<file path="src/rtl/pe_acc_pkg.sv">
// Shared defaults, FSM state type and sign-extension helper for the PE shift accumulator.
// Clamp constants are consumed only when PE_ACC_SATURATE_EN is defined.
package pe_acc_pkg;

    localparam int IN_W_DEF      = 20;
    localparam int ACC_W_DEF     = 24;
    localparam int MAX_TERMS_DEF = 16;
    localparam int CNT_W_DEF     = 5;

    // Working width for the saturating add; comfortably wider than any accumulator.
    localparam int SEXT_W = 64;

    localparam logic [ACC_W_DEF-1:0] ACC_MAX = {1'b0, {(ACC_W_DEF-1){1'b1}}};
    localparam logic [ACC_W_DEF-1:0] ACC_MIN = {1'b1, {(ACC_W_DEF-1){1'b0}}};

    typedef enum logic {
        IDLE,
        ACC
    } state_t;

    // Treats bit w-1 of v as the sign and replicates it through the full SEXT_W bits.
    function automatic logic [SEXT_W-1:0] sign_extend(input logic [SEXT_W-1:0] v,
                                                      input int unsigned w);
        return SEXT_W'($signed(v << (SEXT_W - w)) >>> (SEXT_W - w));
    endfunction

endpackage

</file>
<file path="src/rtl/pe_acc_add.sv">
// Combinational sign-extending adder: sum = base + sext(in_data).
// Clamping to the signed ACC_W range is compiled in only under PE_ACC_SATURATE_EN.
module pe_acc_add
    import pe_acc_pkg::*;
#(
    parameter int IN_W  = IN_W_DEF,
    parameter int ACC_W = ACC_W_DEF
) (
    input  logic [ACC_W-1:0] base,
    input  logic [IN_W-1:0]  in_data,
    output logic [ACC_W-1:0] sum,
    output logic             sat
);

`ifdef PE_ACC_SATURATE_EN
    logic signed [SEXT_W-1:0] wide;
    logic signed [SEXT_W-1:0] max_w;
    logic signed [SEXT_W-1:0] min_w;

    assign wide  = $signed(sign_extend(SEXT_W'(in_data), IN_W))
                 + $signed(sign_extend(SEXT_W'(base), ACC_W));
    assign max_w = $signed((SEXT_W'(1) << (ACC_W - 1)) - SEXT_W'(1));
    assign min_w = ~max_w;

    always_comb begin
        sum = wide[ACC_W-1:0];
        sat = 1'b0;
        if (wide > max_w) begin
            sum = max_w[ACC_W-1:0];
            sat = 1'b1;
        end else if (wide < min_w) begin
            sum = min_w[ACC_W-1:0];
            sat = 1'b1;
        end
    end
`else
    assign sum = base + ACC_W'($signed(in_data));
    assign sat = 1'b0;
`endif

endmodule

</file>
<file path="src/rtl/pe_shift_accumulator.sv">
// Sums a group of signed shifted PE partial sums (delimited by in_last or MAX_TERMS) into one result.
// Optional saturation is enabled with the PE_ACC_SATURATE_EN macro; otherwise the sum wraps and out_sat is 0.
module pe_shift_accumulator
    import pe_acc_pkg::*;
#(
    parameter int IN_W      = IN_W_DEF,
    parameter int ACC_W     = ACC_W_DEF,
    parameter int MAX_TERMS = MAX_TERMS_DEF,
    parameter int CNT_W     = CNT_W_DEF
) (
    input  logic             clk,
    input  logic             reset,
    input  logic             in_valid,
    output logic             in_ready,
    input  logic [IN_W-1:0]  in_data,
    input  logic             in_last,
    output logic             out_valid,
    input  logic             out_ready,
    output logic [ACC_W-1:0] out_data,
    output logic [CNT_W-1:0] out_terms,
    output logic             out_sat,
    output logic             err_len
);

    state_t             state_q, state_d;
    logic [ACC_W-1:0]   acc_q, acc_d;
    logic [CNT_W-1:0]   cnt_q, cnt_d;
    logic               out_valid_q, out_valid_d;
    logic [ACC_W-1:0]   out_data_q, out_data_d;
    logic [CNT_W-1:0]   out_terms_q, out_terms_d;
    logic               err_len_q, err_len_d;

    logic [ACC_W-1:0]   base;
    logic [ACC_W-1:0]   sum;
    logic [CNT_W-1:0]   cnt_inc;
    logic               add_sat;
    logic               accept;
    logic               close;

    // A closing beat may land in the same cycle the previous result drains.
    assign in_ready = !out_valid_q || out_ready;
    assign accept   = in_valid && in_ready;
    assign base     = (state_q == ACC) ? acc_q : '0;
    assign cnt_inc  = cnt_q + CNT_W'(1);
    assign close    = accept && (in_last || (cnt_inc == CNT_W'(MAX_TERMS)));

    pe_acc_add #(
        .IN_W  (IN_W),
        .ACC_W (ACC_W)
    ) u_add (
        .base    (base),
        .in_data (in_data),
        .sum     (sum),
        .sat     (add_sat)
    );

    always_comb begin
        state_d     = state_q;
        acc_d       = acc_q;
        cnt_d       = cnt_q;
        out_valid_d = out_valid_q;
        out_data_d  = out_data_q;
        out_terms_d = out_terms_q;
        err_len_d   = err_len_q;

        if (out_valid_q && out_ready) begin
            out_valid_d = 1'b0;
        end

        if (close) begin
            out_valid_d = 1'b1;
            out_data_d  = sum;
            out_terms_d = cnt_inc;
            acc_d       = '0;
            cnt_d       = '0;
            state_d     = IDLE;
            if (!in_last) begin
                err_len_d = 1'b1;
            end
        end else if (accept) begin
            acc_d   = sum;
            cnt_d   = cnt_inc;
            state_d = ACC;
        end
    end

    always_ff @(posedge clk or negedge reset) begin
        if (!reset) begin
            state_q     <= IDLE;
            acc_q       <= '0;
            cnt_q       <= '0;
            out_valid_q <= 1'b0;
            out_data_q  <= '0;
            out_terms_q <= '0;
            err_len_q   <= 1'b0;
        end else begin
            state_q     <= state_d;
            acc_q       <= acc_d;
            cnt_q       <= cnt_d;
            out_valid_q <= out_valid_d;
            out_data_q  <= out_data_d;
            out_terms_q <= out_terms_d;
            err_len_q   <= err_len_d;
        end
    end

`ifdef PE_ACC_SATURATE_EN
    logic sat_grp_q, sat_grp_d;
    logic out_sat_q, out_sat_d;

    // Any clamped step marks the whole group; the mark moves to out_sat on close.
    always_comb begin
        sat_grp_d = sat_grp_q;
        out_sat_d = out_sat_q;
        if (close) begin
            out_sat_d = sat_grp_q || add_sat;
            sat_grp_d = 1'b0;
        end else if (accept) begin
            sat_grp_d = sat_grp_q || add_sat;
        end
    end

    always_ff @(posedge clk or negedge reset) begin
        if (!reset) begin
            sat_grp_q <= 1'b0;
            out_sat_q <= 1'b0;
        end else begin
            sat_grp_q <= sat_grp_d;
            out_sat_q <= out_sat_d;
        end
    end

    assign out_sat = out_sat_q;
`else
    // The adder holds sat low when clamping is compiled out.
    assign out_sat = add_sat;
`endif

    assign out_valid = out_valid_q;
    assign out_data  = out_data_q;
    assign out_terms = out_terms_q;
    assign err_len   = err_len_q;

endmodule

</file>
<file path="config.mk">
export PLATFORM = sky130hd
export DESIGN_NAME = pe_shift_accumulator
export DESIGN_NICKNAME = d
export VERILOG_FILES = /design/src/rtl/pe_acc_pkg.sv /design/src/rtl/pe_acc_add.sv /design/src/rtl/pe_shift_accumulator.sv
export SDC_FILE = /design/constraint.sdc
export NUM_CORES = 1
export LEC_CHECK = 0
export ABC_CLOCK_PERIOD_IN_PS = 6900
export BUFFER_PORTS_ARGS = -buffer_cell sky130_fd_sc_hd__buf_2
export CAP_MARGIN = 10
export CORE_ASPECT_RATIO = 0.6
export CORE_MARGIN = 10
export CORE_UTILIZATION = 50
export CTS_CLUSTER_DIAMETER = 150
export DETAILED_ROUTE_END_ITERATION = 16
export PLACE_DENSITY = 0.69
export SLEW_MARGIN = 20
export SYNTH_ARGS = -nofsm -noshare
export SYNTH_HDL_FRONTEND = slang
export SYNTH_HIERARCHICAL = 1
export SYNTH_SLANG_ARGS = --single-unit
</file>
<file path="constraint.sdc">
create_clock -name clk -period 6.9 [get_ports clk]
set_clock_uncertainty 0.15 [all_clocks]
set_input_delay 0.345 -clock clk [delete_from_list [all_inputs] [get_ports clk]]
set_output_delay 0.345 -clock clk [all_outputs]
set_load 0.005 [all_outputs]
</file>
==> results of run 1 <==
-- worst register-to-register path, delay by kind of cell, from the launching register on --
family	cells	cell delay (ns)
flops	1	0.65
simple gates	1	0.28
fa+ha+maj	2	0.65
compound gates	6	1.23
mux	1	0.28
-- cell type report --
type,instances,share of cell area
clock buffers,11,0.0513
clock inverters,5,0.0165
inverters,9,0.00744
multi-input cells,319,0.493
flip-flops and latches,61,0.336
well taps,104,0.0287
repair buffers,59,0.0667
-- path summary, 6_finish.rpt --
path / start / to / slack (ns) / cells past startpoint
max in group asynchronous: reset / acc_q[17]$_DFFE_PN0P_ / 6.05 / 2
max: state_q$_DFFE_PN0P_ / out_data[16]$_DFFE_PN0P_ / 3.54 / 10
min: reset / out_data[5]$_DFFE_PN0P_ / 0.03 / 2
min reg2reg: acc_q[8]$_DFFE_PN0P_ / acc_q[8]$_DFFE_PN0P_ / 0.32 / 2
max reg2reg: state_q$_DFFE_PN0P_ / out_data[16]$_DFFE_PN0P_ / 3.54 / 10
min in group clk: in_last / err_len$_DFFE_PN0P_ / 0.12 / 2
-- power groups by stage --
stage | Combinational [W] | Sequential (W) | Clock (W)
5_1_grt | 0.000419 | 0.000502 | 0.000498
2_1_floorplan | 0.000244 | 0.000491 | 0
6_report | 0.000372 | 0.000490 | 0.000471
4_1_cts | 0.000378 | 0.000491 | 0.000477
3_3_place_gp | 0.000368 | 0.000492 | 0
3_5_place_dp | 0.000374 | 0.000496 | 0
-- cells in the mapped netlist (2+ instances only) --
master / count / share of area
nand2_1: 67 / 0.064
dfrtp_1: 61 / 0.39
o21ai_0: 30 / 0.038
and2_1: 25 / 0.040
ha_1: 24 / 0.077
a21oi_1: 18 / 0.023
mux2_2: 18 / 0.052
xnor2_1: 15 / 0.034
nor2_1: 14 / 0.013
a21o_1: 10 / 0.019
clkbuf_1: 10 / 0.0096
inv_1: 9 / 0.0087
o21ai_1: 9 / 0.012
nand3_1: 8 / 0.010
mux2_4: 7 / 0.027
xor2_1: 7 / 0.016
o21bai_1: 6 / 0.012
a211oi_1: 5 / 0.0096
nor2b_1: 4 / 0.0064
buf_2: 3 / 0.0038
mux2i_1: 3 / 0.0077
nand2b_1: 3 / 0.0048
o31ai_1: 3 / 0.0058
and3_1: 2 / 0.0032
buf_4: 2 / 0.0038
buf_6: 2 / 0.0058
nand4_1: 2 / 0.0032
nand4_2: 2 / 0.0064
nor3_1: 2 / 0.0026
o211a_1: 2 / 0.0051
o211ai_1: 2 / 0.0038
or2_2: 2 / 0.0032
-- sequential cells by signal, summed over array words and instances (netlist names) --
| name | cells |
|---|---|
| out_data | 24 |
| acc_q | 24 |
| out_valid | 1 |
| state_q | 1 |
| out_terms | 5 |
| cnt_q | 5 |
| err_len | 1 |
-- stage by stage --
stage	worst slack, ns	area (sq um)	power, W
after floorplan	4.12	3900	0.000735
after global routing	3.37	4540	0.00142
after global placement	3.67	4230	0.000860
after detailed placement	3.60	4230	0.000870
final	3.54	4540	0.00133
after CTS	3.58	4540	0.00135
-- cell families after synthesis --
group	Yosys count
simple gates	137
compound gates	105
flops	61
mux	29
buf+inv	27
fa+ha+maj	25
xor+xnor	22
other cells	1
-- metal layers --
layer | wire length (um) | part of all wire | GRT usage
met5 | 0 | 0 | 0
met4 | 51 | 0.0054 | 0.0275
met3 | 676 | 0.072 | 0.0571
met2 | 3900 | 0.41 | 0.244
met1 | 4780 | 0.51 | 0.232
==> flow_summary.ini, run 1 <==
[synthesis]
ys_seq_area_frac = 0.391
synth-xor-area-share = 0.0494
synth_area_sq_um = 3900
syn_nets = 457
synthSimpleGateAreaFrac = 0.172
ys_ff_latch = 61
synth_compound_area_frac = 0.180
postSynth.asyncResetShare = 1.00
synth_top_family_by_area = compound AO/OA/AOI/OAI gates
syn_avg_cell_area_sq_um = 9.59
ys_warn_count = 6
synth_ff_type = dfrtp_1
synth_fa_ha_area_frac = 0.0821
syn_inst = 407
synth_edf_count = 0
synth_mux_area_frac = 0.0895
ys_types = 62

[outcome]
outcome = finished clean

[clock_tree]
post_cts_buffers = 0
cts_sinks = 61
cts_tree = yes
cts_buffer_depth = 2
root_buffer = clkbuf_16
htree_levels = 3
cts_hold_buffers = 0
cts.clk_slew.worst_paths_ns = 0.05
numCtsBuffers = 9
ctsResizeCount = 0
clk_latency_ns = 0.33

[timing]
drv_slew = 0
slew_headroom = 0.279
max_clock_freq_ghz = 0.298
fin_crit_sh = 0.487
rsz0062_at_grt = false
tightest_slew_ns = 1.08
final-hold-violation-count = 0
whs_ns = 0.0330
setup_viol = 0
finalSetupTns_ns = 0
finalCriticalPeriod_ns = 3.36

[worst_setup_path]
path_delay_family = compound AO/OA/AOI/OAI gates
cp.arrival_ns = 3.41
path_buf_inv = 0
slowest_stage = dfrtp_1
crit_type = reg2reg
crit_chain = and2_1 -> ha_1 -> fa_1 -> a211oi_1 -> o21bai_1 -> a21oi_1 -> o21ai_1 -> a21oi_1 -> o311ai_1 -> mux2_4
crit_path_end_kind = flip-flop
path_common_cell = a21oi_1
start_kind = flip-flop
max_stage_delay_ns = 0.65
worstPathRequired_ns = 6.96
worst-path-max-fanout = 25

[die]
initial_core_util = 0.526
ioPinCount = 58
core-area_sq_um = 7420
die_x_um = 134
fp.dieArea_sq_um = 11900
rows = 24
fp.dieH_um = 88.4

[finish]
post-route-util = 0.612
regArea_sq_um = 1530
multiInputGateArea_sq_um = 2240
drive_above_1_share = 0.241
n_antenna_cell = 0
synthToLayoutAreaGrowth_pct = 16.3
layout_commonest_cell = nand2_1
final_cell_mix = nand2_1, dfrtp_1, buf_2
final_cells = 568
nFillCells = 641
layout.nets = 509

[drt]
wire_per_inst_um = 16.6
route.detailed.drc = 0
drtAntennaViolNets = 0
viasPerCell = 5.51
routed-via-count = 3128
first_iter_violations = 242
wirelength_um = 9410
drtPass1Iterations = 5

[placed_design]
place_inst = 552
place_congestion = 0.876
post-dp-hpwl_um = 6820
io_buffers = 56

[pwr]
power_switching_share = 0.297
seq_power_share = 0.368
leakage_nw = 2.17
powerDensity_nw_per_um2 = 294
p_clk_frac = 0.353
p_sw_w = 0.000396
internal_power_w = 0.000937
pwr-share-comb = 0.279
vdd_drop_max_mv = 0.146

[hold_path]
hold_path.class = in2async

[global_route]
grt_pass1_vias = 3237
grt_use_total = 0.165
overflow = 0
grt_max_degree = 62
antenna_found_initial = 0
grt_pass1_wl_um = 16100

[run]
cap_violations = 0
Note: power is estimated with default switching activity, not from simulation.
==> inputs of run 2 (changes only) <==
--- a/config.mk
+++ b/config.mk
@@ -5,7 +5,8 @@
 export SDC_FILE = /design/constraint.sdc
 export NUM_CORES = 1
 export LEC_CHECK = 0
-export ABC_CLOCK_PERIOD_IN_PS = 6900
+export ABC_AREA = 1
+export ABC_CLOCK_PERIOD_IN_PS = 3150
 export BUFFER_PORTS_ARGS = -buffer_cell sky130_fd_sc_hd__buf_2
 export CAP_MARGIN = 10
 export CORE_ASPECT_RATIO = 0.6
@@ -13,7 +14,7 @@
 export CORE_UTILIZATION = 50
 export CTS_CLUSTER_DIAMETER = 150
 export DETAILED_ROUTE_END_ITERATION = 16
-export PLACE_DENSITY = 0.69
+export PLACE_DENSITY = 0.68
 export SLEW_MARGIN = 20
 export SYNTH_ARGS = -nofsm -noshare
 export SYNTH_HDL_FRONTEND = slang
==> constraint.sdc (replaced) <==
create_clock -name clk -period 3.15 [get_ports clk]
set_clock_uncertainty 0.15 [all_clocks]
set_input_delay 0.1575 -clock clk [delete_from_list [all_inputs] [get_ports clk]]
set_output_delay 0.1575 -clock clk [all_outputs]
set_load 0.005 [all_outputs]
==> run 2 against run 1 <==
Clock-buffer cell count grew 2. Flip-flop and latch count is the same. Register-to-register slack lost 3.1 ns. Worst hold slack gained 0.037 ns. Largest power group unchanged. Routed wire length grew 35%. Largest cell class unchanged. Via count grew 41%. Worst setup slack lost 3.1 ns. Maximum frequency grew 25%. Utilization shrank 1.4 points. Clock power grew 100%. Combinational power grew 120%. Critical endpoint unchanged. Sequential power grew 110%.
==> flow_summary.ini, run 2 <==
[global_route]
grt_max_degree = 60
grt_pass1_wl_um = 20800
top_usage_layer = met2
grt_pass1_vias = 4113
antenna_found_initial = 0
grtUsageMet2 = 0.279
grt_use_total = 0.195
grt_use_met3 = 0.0616
overflow = 0
use_met1 = 0.278

[synthesis]
yosysTopAreaCellShare = 0.335
postSynth.asyncResetShare = 1.00
ys_seq_area_frac = 0.335
ys_ff_latch = 61
ys_warn_count = 6
synth_area_sq_um = 4550
synth.most_common_cell = nand2_1
syn_inst = 694
syn_avg_cell_area_sq_um = 6.56
synthTopCellsByArea = dfrtp_1, nand2_1, inv_1
synthTopCellsByCount = nand2_1, inv_1, dfrtp_1, nand3_1, nand4_1
syn_nets = 744
synth_top_area_cell = dfrtp_1
synth_edf_count = 0
ys_types = 29
synth_ff_type = dfrtp_1

[drt]
drtAntennaViolNets = 0
viasPerCell = 5.10
route.detailed.drc = 0
drtPass1Iterations = 6
first_iter_violations = 369
routed-via-count = 4397
wirelength_um = 12700
wire_per_inst_um = 14.7

[worst_setup_path]
cp.arrival_ns = 2.77
start_kind = flip-flop
max_stage_delay_ns = 0.49
crit_chain = nand2_1 -> inv_1 -> ha_1 -> fa_1 -> nand3_1 -> nand3_2 -> nand2_1 -> nand2_1 -> nand3_1 -> nand2_1 -> nand2_1 -> nand2_1 -> nand3_1 -> nand2_1
crit_path_end_kind = flip-flop
r2r-start = state_q$_DFFE_PN0P_
worstPathRequired_ns = 3.22
timing.rr.end = out_data[16]$_DFFE_PN0P_
worst-path-max-fanout = 9
crit_type = reg2reg
rrSetupSlack_ns = 0.45
slowest_stage = dfrtp_1
rr_worst_depth = 14
path_common_cell = nand2_1

[hold_path]
min_from = in_data[0]
min_to = out_data[0]$_DFFE_PN0P_
hold_path.class = in2reg
min_delay_path_depth = 4

[pwr]
power_switching_share = 0.341
vdd_drop_max_mv = 0.400
internal_power_w = 0.00184
power.total_w = 0.00279
p_sw_w = 0.000951
leakage_nw = 3.31
powerDensity_nw_per_um2 = 537
pwr-share-comb = 0.291
seq_power_share = 0.367
p_clk_frac = 0.342

[timing]
drv_slew = 0
finalSetupTns_ns = 0
tightest_slew_ns = 1.00
setup_viol = 0
max_clock_freq_ghz = 0.371
rsz0062_at_grt = false
final-hold-violation-count = 0
fin_crit_sh = 0.857
finalCriticalPeriod_ns = 2.70
slew_headroom = 0.333

[die]
initial_core_util = 0.524
core-area_sq_um = 8690
fp.dieArea_sq_um = 13400
fp.dieH_um = 93.9
die_x_um = 143
ioPinCount = 58
rows = 26

[clock_tree]
cts_buffer_depth = 2
post_cts_buffers = 0
clk_latency_ns = 0.33
cts.clk_slew.worst_paths_ns = 0.05
cts_tree = yes
root_buffer = clkbuf_16
numCtsBuffers = 9
htree_levels = 3
ctsResizeCount = 0
cts_hold_buffers = 2
cts_sinks = 61

[run]
cap_violations = 0

[finish]
final_area_sq_um = 5200
final_cells = 863
n_antenna_cell = 0
layout_commonest_cell = nand2_1
final_cell_mix = nand2_1, inv_1, dfrtp_1
synthToLayoutAreaGrowth_pct = 14.2
post-route-util = 0.598
drive_above_1_share = 0.145
layout.nets = 796

[placed_design]
post-dp-hpwl_um = 9910
place_congestion = 1.00
placed_area_sq_um = 4880
place_inst = 845
io_buffers = 56

[outcome]
outcome = finished clean
-- run 2: critical path, delay by kind of cell, from the launching register on --
family	cells	cell delay, ns
and+or+nand+nor	11	1.16
buffers and inverters	1	0.04
DFF	1	0.49
adders and majority gates	2	0.73
-- run 2: metal layers --
layer  part of all wire  routed length [um]  vias to the layer above
met5                  0                   0                        -
met1               0.49                6260                     2010
met2               0.41                5250                      135
met4              0.011                 142                        0
met3              0.083                1050                       17
li1                   -                   -                     2235
-- run 2: logic make-up (layout without fill, tap and decap cells) --
kind of cell	count (synthesis)	in the layout	share of synthesized area
flip-flops	61	61	0.335
adder cells (fa/ha/maj)	25	25	0.0704
XOR/XNOR	13	13	0.0250
buffers and inverters	139	196	0.128
AO/OA/AOI/OAI	13	13	0.0143
other	1	1	0.000824
AND/OR/NAND/NOR	442	442	0.426
-- run 2: power by group through the flow --
stage | combinational, W | clock [W] | sequential [W]
2_1_floorplan | 0.000527 | 0 | 0.00102
3_3_place_gp | 0.000800 | 0 | 0.00103
3_5_place_dp | 0.000811 | 0 | 0.00104
4_1_cts | 0.000819 | 0.000970 | 0.00102
5_1_grt | 0.000929 | 0.00101 | 0.00105
6_report | 0.000813 | 0.000956 | 0.00102
-- run 2: worst max path at each step --
stage / cells past startpoint / startpoint / slack (ns) / to
floorplan: 15 / state_q$_DFFE_PN0P_ / 0.90 / acc_q[16]$_DFFE_PN0P_
global placement: 14 / state_q$_DFFE_PN0P_ / 0.44 / out_data[18]$_DFFE_PN0P_
detailed placement: 14 / state_q$_DFFE_PN0P_ / 0.47 / acc_q[16]$_DFFE_PN0P_
CTS: 14 / state_q$_DFFE_PN0P_ / 0.46 / acc_q[16]$_DFFE_PN0P_
global route: 14 / state_q$_DFFE_PN0P_ / 0.25 / acc_q[16]$_DFFE_PN0P_
finish: 14 / state_q$_DFFE_PN0P_ / 0.45 / out_data[16]$_DFFE_PN0P_
-- run 2: metrics by stage --
step,hold WS [ns],setup slack (ns)
floorplan,-0.288,0.896
global placement,0.222,0.437
detailed placement,0.226,0.470
CTS,0.0704,0.460
global route,0.0827,0.251
finish,0.0702,0.452
-- run 2: layout make-up --
type,instances,area (sq um)
clock buffers,13,280
clock inverters,3,17.5
well taps,112,140
fillers,872,3490
multi-input cells,494,2440
repair buffers,66,360
flip-flops and latches,61,1530
inverters,114,428
